**src/rtl/ifetch_prefetch_unit.sv**
```systemverilog
// ifetch_prefetch_unit: sequential instruction prefetcher with credit-limited requests and a redirect flush.
// Define IFETCH_PERF_CNT_EN to add the perf_fetched/perf_stall counters.
module ifetch_prefetch_unit #(
  parameter int DEPTH = 4,
  parameter int AW = 32,
  parameter int DW = 32
) (
  input  logic          clk,
  input  logic          rst,
  input  logic          redirect_valid,
  input  logic [AW-1:0] redirect_pc,
  output logic          imem_req_valid,
  output logic [AW-1:0] imem_req_addr,
  input  logic          imem_req_ready,
  input  logic          imem_rsp_valid,
  input  logic [DW-1:0] imem_rsp_data,
  output logic          inst_valid,
  output logic [DW-1:0] inst_data,
  output logic [AW-1:0] inst_pc,
  input  logic          inst_ready
`ifdef IFETCH_PERF_CNT_EN
  ,
  output logic [31:0]   perf_fetched,
  output logic [31:0]   perf_stall
`endif
);
  localparam int PW = $clog2(DEPTH);
  localparam int CW = PW + 1;
  logic [AW-1:0] fetch_pc;
  logic [DW-1:0] fifo_data [DEPTH];
  logic [AW-1:0] fifo_pc [DEPTH];
  logic [AW-1:0] addr_q [DEPTH];
  logic [PW-1:0] rd, wr, aq_rd, aq_wr;
  logic [CW-1:0] count, outstanding, drop, outstanding_nxt;
  logic acc, rsp_ok, push, pop;
  // in-flight plus buffered words never exceed DEPTH, so a response always finds room
  assign imem_req_valid = !rst && !redirect_valid &&
                          (({1'b0, outstanding} + {1'b0, count}) < (CW+1)'(DEPTH));
  assign imem_req_addr = fetch_pc;
  assign inst_valid = count != '0;
  assign inst_data = inst_valid ? fifo_data[rd] : '0;
  assign inst_pc = inst_valid ? fifo_pc[rd] : '0;
  assign acc = imem_req_valid && imem_req_ready;
  assign rsp_ok = imem_rsp_valid && outstanding != '0;
  assign push = rsp_ok && drop == '0 && !redirect_valid;
  assign pop = inst_valid && inst_ready && !redirect_valid;
  assign outstanding_nxt = outstanding + CW'(acc) - CW'(rsp_ok);
  always_ff @(posedge clk) begin
    if (push) begin
      fifo_data[wr] <= imem_rsp_data;
      fifo_pc[wr] <= addr_q[aq_rd];
    end
    if (acc) addr_q[aq_wr] <= fetch_pc;
  end
  always_ff @(posedge clk or posedge rst) begin
    if (rst) begin
      fetch_pc <= '0;
      rd <= '0;
      wr <= '0;
      aq_rd <= '0;
      aq_wr <= '0;
      count <= '0;
      outstanding <= '0;
      drop <= '0;
    end else begin
      outstanding <= outstanding_nxt;
      aq_wr <= aq_wr + PW'(acc);
      aq_rd <= aq_rd + PW'(rsp_ok);
      if (redirect_valid) begin
        fetch_pc <= redirect_pc & ~AW'(3);
        rd <= '0;
        wr <= '0;
        count <= '0;
        drop <= outstanding_nxt;
      end else begin
        if (acc) fetch_pc <= fetch_pc + AW'(4);
        wr <= wr + PW'(push);
        rd <= rd + PW'(pop);
        count <= count + CW'(push) - CW'(pop);
        if (rsp_ok && drop != '0) drop <= drop - CW'(1);
      end
    end
  end
`ifdef IFETCH_PERF_CNT_EN
  always_ff @(posedge clk or posedge rst) begin
    if (rst) begin
      perf_fetched <= '0;
      perf_stall <= '0;
    end else begin
      perf_fetched <= perf_fetched + 32'(inst_valid && inst_ready);
      perf_stall <= perf_stall + 32'(inst_ready && !inst_valid);
    end
  end
`endif
endmodule

```
**config.mk**
```make
export PLATFORM = sky130hd
export DESIGN_NAME = ifetch_prefetch_unit
export DESIGN_NICKNAME = d
export VERILOG_FILES = /design/src/rtl/ifetch_prefetch_unit.sv
export SDC_FILE = /design/constraint.sdc
export NUM_CORES = 1
export LEC_CHECK = 0
export ABC_AREA = 1
export CORE_ASPECT_RATIO = 0.7
export CORE_MARGIN = 4
export CORE_UTILIZATION = 52
export DETAILED_ROUTE_END_ITERATION = 8
export PLACE_DENSITY = 0.77
export SYNTH_ARGS = -nofsm -noshare
export SYNTH_HDL_FRONTEND = slang
export SYNTH_SLANG_ARGS = --single-unit
export TNS_END_PERCENT = 10
```
**constraint.sdc**
```tcl
create_clock -name clk -period 5.4 [get_ports clk]
set_input_delay 1.35 -clock clk [delete_from_list [all_inputs] [get_ports clk]]
set_output_delay 1.35 -clock clk [all_outputs]
set_load 0.005 [all_outputs]
```
==> results.txt <==
result of the run: complete, no violations
Clock Sink Count: 415
cell chain of the critical path: inv_2, buf_4, o21ai_0, a21oi_1, clkdlybuf4s50_1
final setup fails: 0
gr usage total: 21.7%
first-pass GRT wire length: 62600 µm
reported leakage power: 7.32 nW
HPWL after detailed placement: 23300 µm
portion of the clock cycle consumed by the worst path in the final layout: 80.7%
clock buffer count from CTS: 40
distinct cell type count after synthesis: 32
max_slew headroom: 31.6%
delay-heaviest family, CP: buffers and inverters
Sw Share: 30.7%
worst-path maximum fanout: 44
Psw: 2.94 mW
required arrival time at the worst endpoint: 4.05 ns
Total Neg Setup Slack: 0 ns
Resized cells post-CTS: 0
Tmin final: 4.36 ns
stage delay of the slowest cell on the critical path: 0.60 ns
internal power: 6.62 mW
part of the power in combinational logic: 27.3%
Detail Route Antenna Nets: 0
via count of the first global-routing pass: 11.5k
clk_skew: 0.0203 ns
detailed-router iteration count before antenna repair: 5
Vias per Instance: 5.50
clk buf depth: 3
clock transition at the register clock pins on the worst setup and hold paths after CTS: 0.06 ns
Filler Cells Inserted: 2445
setup repair after global routing missed its margin: no
DIE WIDTH: 225 µm
Pins Over Slew Limit: 0
max cap viols: 0
highest-delay cell along the critical path: sky130_fd_sc_hd__inv_2
pin count of the biggest net entering global routing: 65
multi-input logic area: 0.00439 mm²
peak supply drop: 0.254 mV
leading cell type in the layout, fill and taps excluded: sky130_fd_sc_hd__edfxtp_1
fraction of the core area covered by cells at the end of the flow: 63.3%
total wirelength of the detailed-routed design: 39500 µm
Max Clock Freq: 0.229 GHz
num ports: 168
Antenna Diode Count: 0
Seq. cell area: 0.0122 mm²
sequential fraction of design power: 43.3%
relative contribution of the clock network to total power: 29.4%
startpoint types: flop
synthesis-to-finish area growth: 19.5%
I/O Buffers: 161
register-to-register setup slack: 2.54 ns
cts hold-fix bufs: 0
critical setup path kind: reg -> out
Worst-Skew Late Latency: 0.54 ns
nets: 1746
number of buffer and inverter stages on the critical path: 3
post-detailed-route DRC marker count: 0
Std-Cell Core Area: 0.0325 mm²
post-CTS setup repair buffer count: 0
routability-driven placement congestion ratio: 0.889
total congestion overflow: 0
die extent in y: 160 µm
number of violations reported at the end of detailed-routing iteration 0: 1087
CTS H-tree depth: 2
antenna violations before repair: 0
average wire per cell in the routed design: 18.7 µm
crit end category: output pin
post-synthesis area per instance: 11.4 µm²
post-synthesis instance area: 0.0172 mm²
data arrival time at the worst-slack endpoint: 3.01 ns
DIE AREA: 0.0361 mm²
transition time of the tightest slew-check pin: 1.02 ns
Hold/Removal Path Class: reg -> reg
Hold Fails Final Rpt: 0
commonest non-fill, non-tap cells in the layout: 368 x sky130_fd_sc_hd__edfxtp_1, 360 x sky130_fd_sc_hd__nor2_1, 191 x sky130_fd_sc_hd__o21ai_0, 172 x sky130_fd_sc_hd__nand2_1, 161 x sky130_fd_sc_hd__clkdlybuf4s50_1
starting density of the core: 53.0%
total of flip-flops plus latches after synthesis: 415
fraction of final layout cells with drive strength greater than 1: 6.68%
clock tree from TritonCTS: built
count of synthesis-stage warnings from yosys: 0
sequential element share of the synthesized area: 71.1%
num rows: 55
areal power density over the cells: 465 mW/mm²
via count: 11.6k
root buffer cell: sky130_fd_sc_hd__clkbuf_16
count of mapped cells out of synthesis: 1511
-- flip-flops by register name, summed over array words and instances, names as in the netlist --
| name | flops |
|---|---|
| fifo_data | 128 |
| addr_q | 120 |
| fifo_pc | 120 |
| imem_req_addr | 30 |
| count | 3 |
| drop | 3 |
| outstanding | 3 |
| aq_rd | 2 |
| aq_wr | 2 |
| rd | 2 |
| wr | 2 |
-- worst paths after layout --
check                      cells past startpoint     start              to
max                                            5     rd[0]    inst_data[5]
min                                            1  aq_wr[1]        aq_wr[1]
max reg2reg                                   11  count[1]        count[2]
min reg2reg                                    1  aq_wr[1]        aq_wr[1]
max in group asynchronous                      2       rst           rd[0]
min in group asynchronous                      2       rst  outstanding[2]
-- cell families (layout without fill, tap and decap cells) --
family / count (synthesis) / in the layout / share of synthesized area (%)
buffers and inverters: 149 / 327 / 3.74
xor gates and xnor gates: 11 / 11 / 0.560
other: 1 / 4 / 0.0218
DFF: 415 / 415 / 71.1
adders and majority gates: 15 / 15 / 1.18
and+or+nand+nor: 625 / 625 / 14.5
AOI/OAI and AO/OA: 295 / 295 / 8.93
-- synthesized netlist by cell type --
| master | instances | area share (%) |
|---|---|---|
| sky130_fd_sc_hd__buf_4 | 6 | 0.26 |
| sky130_fd_sc_hd__xnor2_1 | 6 | 0.31 |
| sky130_fd_sc_hd__buf_1 | 9 | 0.20 |
| sky130_fd_sc_hd__nand2_1 | 172 | 3.8 |
| sky130_fd_sc_hd__nand3_1 | 68 | 2.0 |
| sky130_fd_sc_hd__and2_0 | 1 | 0.036 |
| sky130_fd_sc_hd__nor2_2 | 2 | 0.073 |
| sky130_fd_sc_hd__inv_2 | 3 | 0.065 |
| sky130_fd_sc_hd__ha_1 | 13 | 0.95 |
| sky130_fd_sc_hd__clkbuf_1 | 33 | 0.72 |
| sky130_fd_sc_hd__buf_2 | 24 | 0.70 |
| sky130_fd_sc_hd__edfxtp_1 | 368 | 64 |
| sky130_fd_sc_hd__nor2_1 | 361 | 7.9 |
| sky130_fd_sc_hd__nor3_1 | 9 | 0.26 |
| sky130_fd_sc_hd__and3_1 | 1 | 0.036 |
| sky130_fd_sc_hd__buf_6 | 3 | 0.20 |
| sky130_fd_sc_hd__or2_0 | 1 | 0.036 |
| sky130_fd_sc_hd__o211ai_1 | 1 | 0.044 |
| sky130_fd_sc_hd__o22ai_1 | 30 | 1.1 |
| sky130_fd_sc_hd__clkbuf_2 | 6 | 0.17 |
| sky130_fd_sc_hd__dfrtp_1 | 47 | 6.8 |
| sky130_fd_sc_hd__a21oi_1 | 65 | 1.9 |
| sky130_fd_sc_hd__inv_1 | 64 | 1.4 |
| sky130_fd_sc_hd__nand2_2 | 4 | 0.15 |
| sky130_fd_sc_hd__conb_1 | 1 | 0.022 |
| sky130_fd_sc_hd__or2_2 | 3 | 0.11 |
| sky130_fd_sc_hd__o21bai_1 | 8 | 0.35 |
| sky130_fd_sc_hd__clkinv_2 | 1 | 0.029 |
| sky130_fd_sc_hd__nor2_4 | 3 | 0.20 |
| sky130_fd_sc_hd__xor2_1 | 5 | 0.25 |
| sky130_fd_sc_hd__o21ai_0 | 191 | 5.6 |
| sky130_fd_sc_hd__fa_1 | 2 | 0.23 |
-- power groups by stage --
stage / clock (mW) / combinational [mW] / sequential [mW]
after global routing: 2.99 / 2.89 / 4.16
final: 2.81 / 2.60 / 4.14
after CTS: 2.85 / 2.63 / 4.14
after detailed placement: 0 / 2.61 / 4.20
after global placement: 0 / 2.55 / 4.19
after floorplan: 0 / 1.37 / 4.14
-- final cells by class --
| class | count | share of cell area (%) |
|---|---|---|
| clock buffers | 48 | 5.12 |
| repair buffers | 186 | 8.93 |
| multi-input cells | 950 | 21.4 |
| flip-flops and latches | 415 | 59.5 |
| inverters | 68 | 1.25 |
| well taps | 427 | 2.60 |
| clock inverters | 25 | 1.26 |
-- stage by stage --
| stage | std cells | power (mW) | cell area [µm²] | hold slack (ns) | setup WS (ns) |
|---|---|---|---|---|---|
| 3_5_place_dp | 2046 | 6.82 | 19300 | 0.543 | 1.28 |
| 5_1_grt | 2119 | 10.0 | 20600 | 0.582 | 0.867 |
| 4_1_cts | 2119 | 9.61 | 20600 | 0.554 | 1.05 |
| 2_1_floorplan | 1514 | 5.51 | 17200 | 0.477 | -1.32 |
| 6_report | 2119 | 9.55 | 20600 | 0.555 | 1.04 |
| 3_3_place_gp | 2046 | 6.74 | 19300 | 0.533 | 1.31 |
-- layer usage --
| layer | global-route usage, % | vias up | wire length, µm |
|---|---|---|---|
| li1 | - | 5532 | - |
| met1 | 30.8 | 5602 | 16900 |
| met2 | 35.6 | 468 | 19000 |
| met3 | 3.73 | 47 | 2970 |
| met4 | 5.04 | 0 | 651 |
| met5 | 0 | - | 0 |
Power figures use the tool's default switching activity.
